**src/rtl/imem_loader_pkg.sv**
```systemverilog
// Shared definitions for the instruction-memory program loader:
// frame constants, state encoding and the frame-length legality rule.
package imem_loader_pkg;

    localparam logic [7:0] SYNC_BYTE_DEF = 8'hA5;
    localparam int         LEN_W         = 16;

    // Loader state encoding, kept as plain constants for legacy tools.
    typedef logic [2:0] state_t;

    localparam state_t S_IDLE   = 3'd0;
    localparam state_t S_LEN_HI = 3'd1;
    localparam state_t S_LEN_LO = 3'd2;
    localparam state_t S_DATA   = 3'd3;
    localparam state_t S_WRITE  = 3'd4;
    localparam state_t S_CSUM   = 3'd5;
    localparam state_t S_DONE   = 3'd6;
    localparam state_t S_ERR    = 3'd7;

    // A frame may carry 1 .. 2^addr_w words; 2^addr_w fills the memory exactly.
    function automatic logic len_valid(input logic [LEN_W-1:0] n,
                                       input int unsigned      addr_w);
        return (n != '0) && ({16'd0, n} <= (32'd1 << addr_w));
    endfunction

endpackage

```
**src/rtl/imem_loader_if.sv**
```systemverilog
// Byte-stream handshake plus instruction-memory write port of the loader.
// master = byte source / memory side, slave = loader side.
interface imem_loader_if #(
    parameter int ADDR_W = 8
);

    logic              in_valid;
    logic [7:0]        in_data;
    logic              in_ready;
    logic              imem_we;
    logic [ADDR_W-1:0] imem_addr;
    logic [31:0]       imem_wdata;

    modport master (
        output in_valid,
        output in_data,
        input  in_ready,
        input  imem_we,
        input  imem_addr,
        input  imem_wdata
    );

    modport slave (
        input  in_valid,
        input  in_data,
        output in_ready,
        output imem_we,
        output imem_addr,
        output imem_wdata
    );

endinterface

```
**src/rtl/imem_loader_word_assembler.sv**
```systemverilog
// Packs accepted payload bytes MSB-first into 32-bit words and keeps a
// running XOR of every payload byte seen since the last clear.
module word_assembler (
    input  logic        clk,
    input  logic        rst_n,
    input  logic        clear,
    input  logic        byte_en,
    input  logic [7:0]  byte_in,
    output logic [31:0] word,
    output logic        word_full,
    output logic [7:0]  csum
);

    logic [1:0]  byte_idx;
    logic [31:0] word_q;
    logic [7:0]  csum_q;

    // NOTE: sequential state uses non-blocking assignments so every register
    // samples the pre-edge values of its neighbours.
    always_ff @(posedge clk) begin
        if (!rst_n) begin
            byte_idx <= '0;
            word_q   <= '0;
            csum_q   <= '0;
        end else if (clear) begin
            byte_idx <= '0;
            word_q   <= '0;
            csum_q   <= '0;
        end else if (byte_en) begin
            byte_idx <= byte_idx + 2'd1;
            word_q   <= {word_q[23:0], byte_in};
            csum_q   <= csum_q ^ byte_in;
        end
    end

    // High while the byte being accepted is the last one of a word.
    assign word_full = byte_en && (byte_idx == 2'd3);
    assign word      = word_q;
    assign csum      = csum_q;

endmodule

```
**src/rtl/imem_loader.sv**
```systemverilog
// Framed byte-serial loader: parses SYNC/LEN/payload/CSUM, writes words to
// instruction memory from address 0 and releases the CPU only on a clean load.
module imem_loader
    import imem_loader_pkg::*;
#(
    parameter int         ADDR_W    = 8,
    parameter logic [7:0] SYNC_BYTE = SYNC_BYTE_DEF
) (
    input  logic         ref_clk,
    input  logic         reset,
    imem_loader_if.slave bus,
    output logic         cpu_run,
    output logic         load_done,
    output logic         load_err
);

    state_t            state;
    state_t            next_state;
    logic              in_ready_q;
    logic              accept;
    logic [7:0]        len_hi;
    logic [LEN_W-1:0]  len;
    logic [LEN_W-1:0]  frame_len;
    logic [ADDR_W-1:0] addr;
    logic [ADDR_W:0]   word_cnt;
    logic [ADDR_W:0]   word_cnt_next;
    logic              last_word;
    logic              is_sync;

    logic              asm_clear;
    logic              asm_byte_en;
    logic              asm_full;
    logic [31:0]       asm_word;
    logic [7:0]        asm_csum;

    assign accept        = bus.in_valid && in_ready_q;
    assign is_sync       = (bus.in_data == SYNC_BYTE);
    assign frame_len     = {len_hi, bus.in_data};
    assign word_cnt_next = word_cnt + (ADDR_W+1)'(1);
    assign last_word     = (LEN_W'(word_cnt_next) == len);

    assign asm_clear   = (state == S_LEN_LO) && accept;
    assign asm_byte_en = (state == S_DATA) && accept;

    word_assembler u_asm (
        .clk       (ref_clk),
        .rst_n     (reset),
        .clear     (asm_clear),
        .byte_en   (asm_byte_en),
        .byte_in   (bus.in_data),
        .word      (asm_word),
        .word_full (asm_full),
        .csum      (asm_csum)
    );

    always_comb begin
        // NOTE: next_state gets a default before the case so no path leaves
        // it unassigned, which would infer a latch.
        next_state = state;
        case (state)
            S_IDLE:   if (accept && is_sync) next_state = S_LEN_HI;
            S_LEN_HI: if (accept) next_state = S_LEN_LO;
            S_LEN_LO: begin
                if (accept) begin
                    next_state = len_valid(frame_len, ADDR_W) ? S_DATA : S_ERR;
                end
            end
            S_DATA:   if (asm_full) next_state = S_WRITE;
            S_WRITE:  next_state = last_word ? S_CSUM : S_DATA;
            S_CSUM: begin
                if (accept) begin
                    next_state = (bus.in_data == asm_csum) ? S_DONE : S_ERR;
                end
            end
            S_DONE,
            S_ERR:    if (accept && is_sync) next_state = S_LEN_HI;
            default:  next_state = S_IDLE;
        endcase
    end

    // NOTE: reset clears control state only; the instruction memory keeps
    // whatever an aborted load already wrote.
    always_ff @(posedge ref_clk) begin
        if (!reset) begin
            state      <= S_IDLE;
            in_ready_q <= 1'b0;
            len_hi     <= '0;
            len        <= '0;
            addr       <= '0;
            word_cnt   <= '0;
        end else begin
            state      <= next_state;
            // Registered ready: only the WRITE bubble refuses a byte.
            in_ready_q <= (next_state != S_WRITE);
            if ((state == S_LEN_HI) && accept) begin
                len_hi <= bus.in_data;
            end
            if ((state == S_LEN_LO) && accept) begin
                len      <= frame_len;
                addr     <= '0;
                word_cnt <= '0;
            end
            // The address wraps after the 2^ADDR_W-th write; nothing reads it then.
            if (state == S_WRITE) begin
                addr     <= addr + ADDR_W'(1);
                word_cnt <= word_cnt_next;
            end
        end
    end

    assign bus.in_ready   = in_ready_q;
    assign bus.imem_we    = (state == S_WRITE);
    assign bus.imem_addr  = addr;
    assign bus.imem_wdata = asm_word;

    assign cpu_run   = (state == S_DONE);
    assign load_done = (state == S_DONE);
    assign load_err  = (state == S_ERR);

endmodule

```
**src/flat_wrapper.sv**
```systemverilog
// flat-port wrapper written by rule: the top's interface ports become plain ports
module imem_loader_flat import imem_loader_pkg::*;
#(
    parameter int         ADDR_W    = 8,
    parameter logic [7:0] SYNC_BYTE = SYNC_BYTE_DEF
)
  (ref_clk, reset, cpu_run, load_done, load_err, bus_in_valid, bus_in_data, bus_in_ready, bus_imem_we, bus_imem_addr, bus_imem_wdata);
  imem_loader_if #(.ADDR_W(ADDR_W)) bus_i ();
  input  logic ref_clk;
  input  logic reset;
  output logic cpu_run;
  output logic load_done;
  output logic load_err;
  input wire logic [$bits(bus_i.in_valid)-1:0] bus_in_valid;
  input wire logic [$bits(bus_i.in_data)-1:0] bus_in_data;
  output wire logic [$bits(bus_i.in_ready)-1:0] bus_in_ready;
  output wire logic [$bits(bus_i.imem_we)-1:0] bus_imem_we;
  output wire logic [$bits(bus_i.imem_addr)-1:0] bus_imem_addr;
  output wire logic [$bits(bus_i.imem_wdata)-1:0] bus_imem_wdata;
  assign bus_i.in_valid = bus_in_valid;
  assign bus_i.in_data = bus_in_data;
  assign bus_in_ready = bus_i.in_ready;
  assign bus_imem_we = bus_i.imem_we;
  assign bus_imem_addr = bus_i.imem_addr;
  assign bus_imem_wdata = bus_i.imem_wdata;
  imem_loader #(.ADDR_W(ADDR_W), .SYNC_BYTE(SYNC_BYTE)) u_core (.ref_clk(ref_clk), .reset(reset), .bus(bus_i), .cpu_run(cpu_run), .load_done(load_done), .load_err(load_err));
endmodule
```
**config.mk**
```make
export PLATFORM = sky130hd
export DESIGN_NAME = imem_loader_flat
export DESIGN_NICKNAME = d
export VERILOG_FILES = /design/src/rtl/imem_loader_pkg.sv /design/src/rtl/imem_loader_if.sv /design/src/rtl/imem_loader_word_assembler.sv /design/src/rtl/imem_loader.sv /design/src/flat_wrapper.sv
export SDC_FILE = /design/constraint.sdc
export NUM_CORES = 1
export LEC_CHECK = 0
export CORE_MARGIN = 2
export CORE_UTILIZATION = 54
export CTS_CLUSTER_DIAMETER = 120
export CTS_CLUSTER_SIZE = 28
export DETAILED_ROUTE_END_ITERATION = 12
export GPL_ROUTABILITY_DRIVEN = 1
export PLACE_DENSITY = 0.79
export SKIP_LAST_GASP = 1
export SLEW_MARGIN = 20
export SYNTH_ARGS = -nofsm -noshare
export SYNTH_HDL_FRONTEND = slang
export SYNTH_SLANG_ARGS = --single-unit
```
**constraint.sdc**
```tcl
create_clock -name ref_clk -period 2.1 [get_ports ref_clk]
set_input_delay 0.63 -clock ref_clk [delete_from_list [all_inputs] [get_ports ref_clk]]
set_output_delay 0.63 -clock ref_clk [all_outputs]
set_load 0.005 [all_outputs]
```
# --- Word level (Yosys, flattened, before mapping) ---
# Index checks and enable logic that the tools add are counted.
word_totals:
  register_bits: 87
  latchBits: 0
  ram_bits: 0
  rom_bits: 0
  inputBits: 11
  output_inout_bits: 45
  elab_cells: 52
  memories: 0
op_classes:
  addsub: 3
  mul: 0
  div_mod_pow: 0
  order_cmp: 1
  n_eq_ne: 12
  shifts: 0
  n_mux: 13
  bitwise_logic: 2
  reduce_logical: 12
ops:
  columns: ["cell", "n"]
  rows:
  - ["two-way mux 3 bit", 7]
  - ["two-way mux 9 bit", 2]
  - ["case mux 3 bit (6 select lines)", 1]
  - ["equality test 9 x 16 -> 1 bit", 1]
  - ["<= comparator 16 x 9 -> 1 bit (second input constant)", 1]
  - ["two-way mux 8 bit", 2]
  - ["nonzero test 16 bit", 1]
  - ["equality test 3 bit (second input constant)", 4]
  - ["adder 9 x 1 -> 9 bit (second input constant)", 1]
  - ["adder 8 x 1 -> 8 bit (second input constant)", 1]
  - ["equality test 8 bit", 1]
  - ["equality test 8 bit (second input constant)", 1]
  - ["bitwise XOR 8 bit", 1]
  - ["logical AND 1 bit", 7]
  - ["equality test 3 x 2 -> 1 bit (second input constant)", 2]
  - ["equality test 3 x 1 -> 1 bit (second input constant)", 1]
  - ["zero test 3 bit", 1]
  - ["!= test 3 bit (second input constant)", 1]
  - ["OR reduction 3 bit", 1]
  - ["adder 2 x 1 -> 2 bit (second input constant)", 1]
  - ["equality test 2 bit (second input constant)", 1]
  - ["nonzero test 2 bit", 1]
  - ["OR reduction 2 bit", 1]
  - ["two-way mux 1 bit", 1]
  - ["NOT 1 bit", 1]

# --- Longest topological paths before layout ---
# Gate-level depths: netlist of run 1.
logic_depth:
  depth_word: 6
  ltp_mapped: 9
  depth_no_buf: 6

# --- Hierarchy ---
# A second synthesis of run 1 with hierarchy kept.
unflattened:
  cells_unflattened: 446
  area_unflattened_um2: 4076.4
modules_own_cells:
  columns: ["mod", "instances", "cells_per_inst", "area_each_um2", "seq_area_each_um2"]
  rows:
  - ["imem_loader", 1, 298, 2404.8, 900.9]
  - ["word_assembler", 1, 148, 1671.6, 840.8]

# --- Worst setup path before layout of run 1 ---
# OpenSTA, ideal clock, no wires.
synth_timing:
  kind: "input port to flip-flop"
  from: "input bus_in_data[1]"
  to: "register u_core.state[0]"
  setup_time_ps: 66
  t_arrival_ps: 1856
  t_required_ps: 2034
  setup_slack_ps: 178
  cell_stages: 5
  n_path_buf: 0
  cell_sequence: "or4_4 nor4_4 o31ai_1 a211oi_1 a21boi_2"
synth_via:
  elab_chain_len: 4
  word_cells_on_any_way: 7
  cone_classes: "eq/ne: 2; mux: 4; reduce/logical: 1"
synth_lines:
  columns: ["element", "line", "text"]
  rows:
  - ["start: declaration", "flat_wrapper.sv:15", "input wire logic [$bits(bus_i.in_data)-1:0] bus_in_data;"]
  - ["equality test 8 bit, on equally long branches", "imem_loader.sv:72, imem_loader.sv:37", null]
  - ["two-way mux 1 bit / logical AND 1 bit (equally long branches)", "imem_loader.sv:72, imem_loader.sv:61, imem_loader.sv:76", null]
  - ["two-way mux 3 bit, on equally long branches", "imem_loader.sv:71, imem_loader.sv:61, imem_loader.sv:76", null]
  - ["case mux 3 bit (6 select lines) (*)", "imem_loader.sv:60", "case (state)"]
  - ["end signal: assignment", "imem_loader.sv:92", "state <= next_state;"]
  - ["end: declaration", "imem_loader.sv:17", "state_t state;"]
# Every way passes the cells marked *; elsewhere a longest branch is shown, timed or not.
# A chain may end at the register's enable or synchronous reset.

# --- Worst setup path in the final report of run 1 ---
layout_timing:
  from: "input bus_in_data[7]"
  to: "register u_core.state[0]"
# The elaborated chain is that of the path after synthesis.

==> results of run 1 <==
Yosys cell counts, types with 7 or more instances:
cell      instances
o21ai_0          13
nor2_1           37
nand2_1         107
xnor2_1          11
or3_1             7
mux2i_1           8
xor2_1           17
buf_2            11
dfxtp_1          87
clkbuf_1         13
nand3_1          12
a21oi_1          69
worst reg2reg max path, stage by stage, from the launching register on:
cell and delay [ns]:
dfxtp_1 0.31, or4_1 0.52, nor4_1 0.26, nand4_1 0.18, nor4_2 0.34, buf_4 0.17, o2bb2ai_1 0.10
worst paths after layout:
kind / startpoint / to / slack (ns) / cells past startpoint
min reg2reg: u_core.len[10] / u_core.len[10] / 0.46 / 2
max: bus_in_data[7] / u_core.state[0] / 0.09 / 7
max reg2reg: u_core.len[10] / u_core.state[2] / 0.14 / 6
min: u_core.len[10] / u_core.len[10] / 0.46 / 2
power by group:
part | internal, mW | leakage [nW] | total, mW | switching (mW)
logic | 0.142 | 1.04 | 0.307 | 0.165
clock network | 0.586 | 0.0989 | 1.19 | 0.608
registers | 1.67 | 0.702 | 1.69 | 0.0172
timing repair:
action / CTS / global route
setup endpoints to repair: 5 / 9
gates cloned: 0 / 0
gates resized for setup: 10 / 8
pin swaps: 4 / 5
setup buffers: 4 / 2
endpoints found under the hold margin: 0 / 0
stage by stage:
step	worst slack, ns	util	power [mW]
6_report	0.0936	0.724	3.19
5_1_grt	-0.0423	0.724	3.30
4_1_cts	-0.0303	0.720	3.20
3_5_place_dp	-0.415	0.684	2.01
3_3_place_gp	-0.295	0.684	2.00
2_1_floorplan	0.178	-	1.88
registers in the layout, summed over array words and instances, names as in the netlist:
name,count
u_core.u_asm.byte_idx,2
u_core.u_asm.word,32
u_core.word_cnt,9
u_core.len,16
u_core.state,3
u_core.bus.imem_addr,8
u_core.len_hi,8
u_core.u_asm.csum,8
u_core.bus.in_ready,1
placed cells by master (no fill, tap or decap), types with 2 or more instances in the layout:
| master | synthesis | routed |
|---|---|---|
| nand4_1 | 4 | 4 |
| o21ai_0 | 13 | 13 |
| or3_1 | 7 | 7 |
| nor4_1 | 4 | 3 |
| buf_4 | 6 | 40 |
| nor2_2 | 0 | 2 |
| ha_1 | 3 | 3 |
| and3b_1 | 2 | 2 |
| a21boi_2 | 2 | 2 |
| dlygate4sd2_1 | 0 | 3 |
| xnor2_1 | 11 | 11 |
| nand3_1 | 12 | 12 |
| mux2i_1 | 8 | 8 |
| and3_1 | 6 | 6 |
| and2_0 | 2 | 2 |
| mux2_2 | 2 | 2 |
| o31ai_1 | 2 | 2 |
| nor4_2 | 1 | 2 |
| nor2_1 | 37 | 35 |
| dfxtp_2 | 0 | 2 |
| inv_1 | 3 | 2 |
| nand4b_1 | 2 | 2 |
| clkinvlp_4 | 0 | 2 |
| or4_1 | 3 | 3 |
| a31oi_1 | 6 | 6 |
| a21oi_1 | 69 | 69 |
| dlymetal6s2s_1 | 0 | 4 |
| nand2_1 | 107 | 107 |
| xor2_1 | 17 | 17 |
| dfxtp_1 | 87 | 85 |
| clkbuf_8 | 0 | 10 |
| nor3_1 | 3 | 3 |
| nand3b_1 | 4 | 4 |
| and2_1 | 2 | 2 |
| buf_12 | 0 | 4 |
| clkdlybuf4s50_1 | 0 | 47 |
area by class of cell:
class	instances	area, um^2	area share
multi-input combinational	346	1920	0.388
sequential	87	1740	0.353
timing repair buffer	100	943	0.191
clock buffer	10	138	0.0278
tap	96	120	0.0243
clock inverter	6	67.6	0.0137
inverter	4	15.0	0.00303
layer usage:
metal | share of wire | vias to the layer above | global-route usage
li1 | - | 1753 | -
met1 | 0.46 | 1656 | 0.337
met2 | 0.49 | 78 | 0.402
met3 | 0.034 | 12 | 0.0368
met4 | 0.017 | 0 | 0.0978
met5 | 0 | - | 0
cell families (layout without fill, tap and decap cells):
kind of cell | after synthesis | after routing | synth area share
compound gates | 102 | 102 | 0.150
xor+xnor | 28 | 28 | 0.0641
fa+ha+maj | 3 | 3 | 0.00982
buf+inv | 37 | 120 | 0.0461
flops | 87 | 87 | 0.455
mux | 10 | 10 | 0.0268
simple gates | 203 | 203 | 0.248
==> flow_metrics.py, run 1 <==
metrics = {
    "status": {
        "outcome": "finished clean",
    },
    "logic_synthesis": {
        "synth-seq-cells": 87,
        "synthCells": 470,
        "synth_ff_type": "dfxtp_1",
        "synth_top_area_frac": 0.455,
        "synth_nets": 484,
        "synthArstFlopShare": 0,
        "synth_top_area_cell": "dfxtp_1",
        "synth_edf_count": 0,
        "synth-seq-area-share": 0.455,
        "syn_area_um2": 3820,
        "yosys_warnings": 0,
        "ys_types": 50,
        "avgSynthCellArea_um2": 8.14,
        "yosys-top-cells-area": "dfxtp_1 (46%), nand2_1 (11%), a21oi_1 (9.0%)",
    },
    "sta": {
        "finalHoldViolations": 0,
        "final-max-slew-violation-count": 0,
        "finalClockSkew_ns": 0.0101,
        "fin_crit_sh": 0.955,
        "rsz0062_at_grt": "yes",
        "fin_tns_setup_ns": 0,
        "worstMarginPinSlew_ns": 0.459,
        "setup_viol": 0,
        "slew_headroom": 0.694,
        "min_period_ns": 2.01,
        "fmax_mhz": 498,
        "whs_ns": 0.458,
    },
    "drt": {
        "vias": 3499,
        "routed_wl_um": 9240,
        "drc": 0,
        "drtAntennaViolNets": 0,
        "first_pass_iters": 5,
        "viasPerCell": 5.39,
        "wl_per_cell_um": 14.2,
        "drt-initial-drc-count": 205,
    },
    "place": {
        "numPortBuffers": 55,
        "routabilityCongestion": 0.893,
        "placed_area_um2": 4680,
        "hpwl_um": 6580,
        "dp_cells": 627,
    },
    "global_route": {
        "grt_pass1_vias": 3240,
        "overflow": 0,
        "grt_pass1_wl_um": 15100,
        "grt_usage": 0.249,
        "antenna_found_initial": 0,
        "grt_max_degree": 43,
    },
    "setup_path": {
        "critPathKind": "input pin to register",
        "critPathBufInv": 2,
        "crit_path_cell_trace": "clkdlybuf4s50_1, buf_4, nand4_1, nor4_4, o31ai_1, a211oi_1, a21boi_2",
        "critPathMaxFanout": 3,
        "critPathSlowestCell": "clkdlybuf4s50_1",
        "cp.arrival_ns": 2.29,
        "worst_path_largest_cell_delay_ns": 0.51,
        "cp_top_family": "buffers and inverters",
        "endpoint_kind": "register",
        "cp.required_ns": 2.39,
        "start_kind": "input pin",
    },
    "floorplanning": {
        "initial_utilization": 0.560,
        "die-area_um2": 7770,
        "dieHeight_um": 88.1,
        "core_region_area_um2": 6830,
        "io_pins": 56,
        "row_count": 30,
        "die_x_um": 88.1,
    },
    "run": {
        "maxCapViolCount": 0,
    },
    "clock_network": {
        "clockRootBuffer": "clkbuf_8",
        "cts.sinks": 87,
        "cts_tree": "done",
        "hold_buffers": 0,
        "numCtsBuffers": 9,
        "clock_latency_ns": 0.36,
        "cts.clk_slew.worst_paths_ns": 0.08,
        "ctsLongestPathBuffers": 2,
        "htreeDepth": 3,
    },
    "cells_and_area": {
        "design_area_um2": 4950,
        "fin_cells": 649,
        "area_growth_syn_to_layout_pct": 29.4,
        "drive_gt1_frac": 0.143,
        "finish.net_count": 562,
        "fillers": 531,
        "diodes": 0,
    },
    "pwr": {
        "p_leak_nw": 1.84,
        "peakVddDrop_v": 0.000542,
        "power_density_nw_per_um2": 644,
    },
    "hold_path": {
        "hold_class": "register to register",
    },
}
No activity file was read; power rests on OpenSTA's default activity.
==> run 2, diff against run 1 <==
- SETUP_SLACK_MARGIN: not set -> 0.02
==> run 2 against run 1 <==
Net effect:
- fmax up 0.31%
- non-clock buffer count unchanged
- worst hold slack about the same
- utilization up 0.31 points
- register-to-register slack about the same
- sequential share of layout area down 0.15 points
- setup slack better by 0.0062 ns
- critical path depth down 3
- total power about the same
- via count up 0.40%
- final cell count unchanged
- clock power about the same
- critical endpoint is now cpu_run
- largest power group unchanged
==> flow_metrics.py, run 2 (synthesis gave the netlist of run 1 again) <==
metrics = {
    "status": {
        "outcome": "finished clean",
    },
    "clock_network": {
        "clockRootBuffer": "clkbuf_8",
        "hold_buffers": 0,
        "clock_latency_ns": 0.36,
        "ctsLongestPathBuffers": 2,
        "cts_tree": "done",
        "numCtsBuffers": 9,
        "htreeDepth": 3,
        "cts.clk_slew.worst_paths_ns": 0.09,
        "cts.sinks": 87,
    },
    "floorplanning": {
        "initial_utilization": 0.560,
        "dieHeight_um": 88.1,
        "die_x_um": 88.1,
        "io_pins": 56,
        "core_region_area_um2": 6830,
        "die-area_um2": 7770,
        "row_count": 30,
    },
    "global_route": {
        "antenna_found_initial": 0,
        "grt_max_degree": 43,
        "overflow": 0,
        "grt_pass1_vias": 3240,
        "grt_pass1_wl_um": 15100,
        "grt_usage": 0.249,
    },
    "run": {
        "maxCapViolCount": 0,
    },
    "setup_path": {
        "cp.arrival_ns": 1.37,
        "critPathMaxFanout": 3,
        "crit_path_cell_trace": "buf_4, nand2b_1, nor2_2, dlygate4sd2_1",
        "start_kind": "register",
        "endpoint_kind": "output pin",
        "worst_path_largest_cell_delay_ns": 0.33,
        "cp.required_ns": 1.47,
        "critPathKind": "register to output pin",
        "critPathSlowestCell": "dfxtp_2",
    },
    "sta": {
        "rsz0062_at_grt": "yes",
        "finalHoldViolations": 0,
        "slew_headroom": 0.697,
        "fmax_mhz": 500,
        "fin_crit_sh": 0.952,
        "finalClockSkew_ns": 0.0104,
        "final-max-slew-violation-count": 0,
        "setup_viol": 0,
        "worstMarginPinSlew_ns": 0.454,
        "fin_tns_setup_ns": 0,
        "min_period_ns": 2.00,
    },
    "place": {
        "hpwl_um": 6580,
        "routabilityCongestion": 0.893,
        "numPortBuffers": 55,
        "placed_area_um2": 4680,
    },
    "drt": {
        "routed_wl_um": 9310,
        "vias": 3513,
        "drt-initial-drc-count": 209,
        "wl_per_cell_um": 14.3,
        "drtAntennaViolNets": 0,
        "first_pass_iters": 4,
        "viasPerCell": 5.41,
        "drc": 0,
    },
    "pwr": {
        "peakVddDrop_v": 0.000541,
        "p_leak_nw": 1.87,
        "power_density_nw_per_um2": 642,
    },
    "cells_and_area": {
        "final_cell_mix": "nand2_1 (107), dfxtp_1 (85), a21oi_1 (69)",
        "final_common_cell": "nand2_1",
        "diodes": 0,
        "design_area_um2": 4970,
        "largest_reg_flops": 32,
        "final_util": 0.727,
        "area_growth_syn_to_layout_pct": 29.9,
        "drive_gt1_frac": 0.145,
        "finish.net_count": 562,
    },
    "hold_path": {
        "hold_class": "register to register",
    },
}
## run 2: cell types whose count changed in the layout (fill, tap and decap cells not counted), sizes merged
cell	delta
clkdlybuf4s50	-3
dlymetal6s2s	+3
## run 2: final timing paths
path	from	to	slack, ns	cells after the start
max	u_core.state[0]	cpu_run	0.1	4
min reg2reg	u_core.u_asm.word[30]	u_core.u_asm.word[30]	0.46	2
max reg2reg	u_core.word_cnt[0]	u_core.state[2]	0.13	5
min	u_core.u_asm.word[30]	u_core.u_asm.word[30]	0.46	2
## run 2: per-stage QoR
| stage | hold slack, ns | power [mW] | std cells | setup slack [ns] |
|---|---|---|---|---|
| final | 0.458 | 3.19 | 649 | 0.0998 |
| after global routing | 0.468 | 3.30 | 649 | -0.0265 |
| after CTS | 0.458 | 3.20 | 647 | -0.0303 |
| after detailed placement | 0.446 | 2.01 | 627 | -0.415 |
| after global placement | 0.441 | 2.00 | 627 | -0.295 |
| after floorplan | 0.431 | 1.88 | 470 | 0.178 |
## run 2: layer usage
layer,part of all wire,wire [um],vias up,global-route usage
li1,-,-,1755,-
met2,0.49,4530,69,0.402
met5,0,0,-,0
met1,0.46,4280,1678,0.337
met3,0.037,345,11,0.0368
met4,0.016,152,0,0.0978
## run 2: layout make-up
type                            instances  area (um^2)
Clock inverter                          6         67.6
Clock buffer                           10          138
Inverter                                4         15.0
Tap cell                               96          120
Timing Repair Buffer                  100          958
Multi-Input combinational cell        346         1930
Sequential cell                        87         1740
Fill cell                             524         1860
## run 2: critical path, delay by kind of cell (launching register included)
family,cells,cell delay [ns]
flops,1,0.33
buf+inv,2,0.38
simple gates,2,0.31
## run 2: power breakdown
part / switching, mW / leakage, nW / internal (mW)
sequential: 0.0173 / 0.702 / 1.67
clock: 0.610 / 0.0989 / 0.586
combinational: 0.165 / 1.07 / 0.142
total: 0.793 / 1.87 / 2.40
## run 2: what timing repair did
action / 4_1_cts / 5_1_grt
setup buffers: 4 / 2
pin swaps: 4 / 5
endpoints found under the setup margin: 5 / 10
gates resized for setup: 10 / 14
gates cloned: 0 / 0
==> run 3, diff against run 2 <==
- CORE_UTILIZATION: 54 -> 45
- CTS_BUF_LIST: not set -> sky130_fd_sc_hd__clkbuf_4
- PLACE_DENSITY: 0.79 -> 0.68
- SLEW_MARGIN: 20 -> 25
==> run 3 against run 2 <==
Net effect:
- worst hold slack better by 0.0045 ns
- routed wire length decreased by 1.8%
- non-clock buffer count decreased by 2
- sequential power hardly changed
- via count fell by 1.1%
- sequential share of layout area up 0.59 points
- die area increased by 19%
- first-iteration DRC count fell by 21%
- clock power fell by 30%
- flip-flop and latch count stayed put
- largest power group unchanged
- highest routed layer unchanged
==> flow_metrics.py, run 3 (synthesis gave the netlist of run 1 again) <==
metrics = {
    "status": {
        "outcome": "finished clean",
    },
    "cells_and_area": {
        "final_cell_mix": "nand2_1 (107), dfxtp_1 (81), a21oi_1 (69)",
        "drive_gt1_frac": 0.154,
        "area_growth_syn_to_layout_pct": 28.2,
        "fillers": 729,
        "diodes": 0,
        "fin_cells": 656,
        "final_common_cell": "nand2_1",
        "largest_reg_flops": 32,
        "finish.net_count": 560,
    },
    "place": {
        "numPortBuffers": 55,
        "routabilityCongestion": 0.866,
        "dp_cells": 634,
        "hpwl_um": 6470,
        "pre_cts_ws_ns": -0.390,
    },
    "setup_path": {
        "critPathKind": "register to output pin",
        "cp.required_ns": 1.47,
        "rr_startpoint": "u_core.word_cnt[4]",
        "worst_path_largest_cell_delay_ns": 0.37,
        "start_kind": "register",
        "ff2ff_path_depth": 6,
        "r2r-end": "u_core.state[2]",
        "crit_path_cell_trace": "buf_4, or3b_4, inv_2, clkbuf_2",
        "critPathSlowestCell": "or3b_4",
        "reg2reg_slack_ns": 0.17,
        "critPathMaxFanout": 2,
        "cp.arrival_ns": 1.44,
        "endpoint_kind": "output pin",
    },
    "sta": {
        "worstMarginPinSlew_ns": 0.450,
        "worst_slack_ns": 0.0250,
        "final-max-slew-violation-count": 0,
        "fin_crit_sh": 0.988,
        "finalHoldViolations": 0,
        "rsz0062_at_grt": "yes",
        "fin_tns_setup_ns": 0,
        "setup_viol": 0,
        "finalClockSkew_ns": 0.0195,
        "slew_headroom": 0.699,
        "min_period_ns": 2.07,
        "whs_ns": 0.463,
        "fmax_mhz": 482,
    },
    "clock_network": {
        "cts.clk_slew.worst_paths_ns": 0.14,
        "htreeDepth": 3,
        "numCtsBuffers": 9,
        "cts.sinks": 87,
        "hold_buffers": 0,
        "clock_latency_ns": 0.44,
        "ctsLongestPathBuffers": 2,
        "clockRootBuffer": "clkbuf_4",
        "cts_tree": "done",
    },
    "pwr": {
        "power_density_nw_per_um2": 579,
        "p_leak_nw": 1.77,
        "power_mw": 2.84,
        "peakVddDrop_v": 0.000518,
    },
    "hold_path": {
        "holdPathStages": 2,
        "whs_endpoint": "u_core.len[14]",
        "hold_class": "register to register",
        "hp-start": "u_core.len[14]",
    },
    "floorplanning": {
        "row_count": 33,
        "dieHeight_um": 96.2,
        "core_region_area_um2": 8220,
        "die-area_um2": 9250,
        "initial_utilization": 0.465,
        "die_x_um": 96.2,
        "io_pins": 56,
    },
    "global_route": {
        "grt_pass1_vias": 3146,
        "overflow": 0,
        "grt_max_degree": 43,
        "antenna_found_initial": 0,
        "grt_pass1_wl_um": 14800,
        "grt_usage": 0.204,
    },
    "drt": {
        "wl_per_cell_um": 13.9,
        "drc": 0,
        "vias": 3474,
        "drt-initial-drc-count": 165,
        "routed_wl_um": 9150,
        "drtAntennaViolNets": 0,
        "viasPerCell": 5.30,
        "first_pass_iters": 5,
    },
    "run": {
        "maxCapViolCount": 0,
    },
}
==> run 3: cell types whose count changed in the layout (fill, tap and decap cells not counted), moves of 2 or more <==
cell             change
clkbuf_8            -10
clkdlybuf4s50_1      +7
clkbuf_4            +10
buf_4                -4
dlymetal6s2s_1       -7
buf_12               +2
dfxtp_1              -4
dfxtp_2              +4
==> run 3: power by group <==
part | internal [mW] | total [mW] | switching [mW]
Clock | 0.260 | 0.836 | 0.576
Combinational | 0.143 | 0.313 | 0.169
Sequential | 1.67 | 1.69 | 0.0153
Total | 2.07 | 2.84 | 0.760
==> run 3: stage by stage <==
step                instance area [um^2]  utilization
finish                              4900        0.596
global route                        4900        0.596
CTS                                 4870        0.593
detailed placement                  4700        0.572
global placement                    4700        0.572
floorplan                           3820            -
==> run 3: worst max path at each step <==
stage | from | end | slack, ns | cells after the start
CTS | u_core.state[0] | bus_imem_we | -0.13 | 4
finish | u_core.state[0] | bus_imem_we | 0.03 | 4
detailed placement | bus_in_data[1] | u_core.state[0] | -0.39 | 6
floorplan | bus_in_data[1] | u_core.state[0] | 0.18 | 5
global placement | bus_in_data[1] | u_core.state[0] | -0.30 | 6
global route | u_core.state[0] | bus_imem_we | -0.03 | 4
==> run 3: what timing repair did <==
| action | in CTS | in global routing |
|---|---|---|
| buffers inserted | 4 | 2 |
| gates resized for setup | 17 | 10 |
| endpoints found under the setup margin | 4 | 10 |
| pin swaps | 1 | 4 |
==> run 3: metal layers <==
metal,global-route usage,vias up,wire [um]
li1,-,1755,-
met1,0.283,1639,4440
met2,0.314,70,4200
met3,0.0454,10,384
met4,0.0667,0,117
met5,0,-,0
==> run 3: critical path: cells and delay by family, from the launching register on <==
kind,cells,cell delay [ns]
flip-flops,1,0.34
buffers and inverters,3,0.32
AND/OR/NAND/NOR,1,0.37
==> run 3: final cells by class <==
class	count	area [um^2]	area share
multi-input cells	346	1940	0.395
clock inverters	6	45.0	0.00919
clock buffers	10	75.1	0.0153
repair buffers	98	947	0.193
inverters	4	15.0	0.00306
flip-flops and latches	87	1750	0.357
well taps	105	131	0.0268
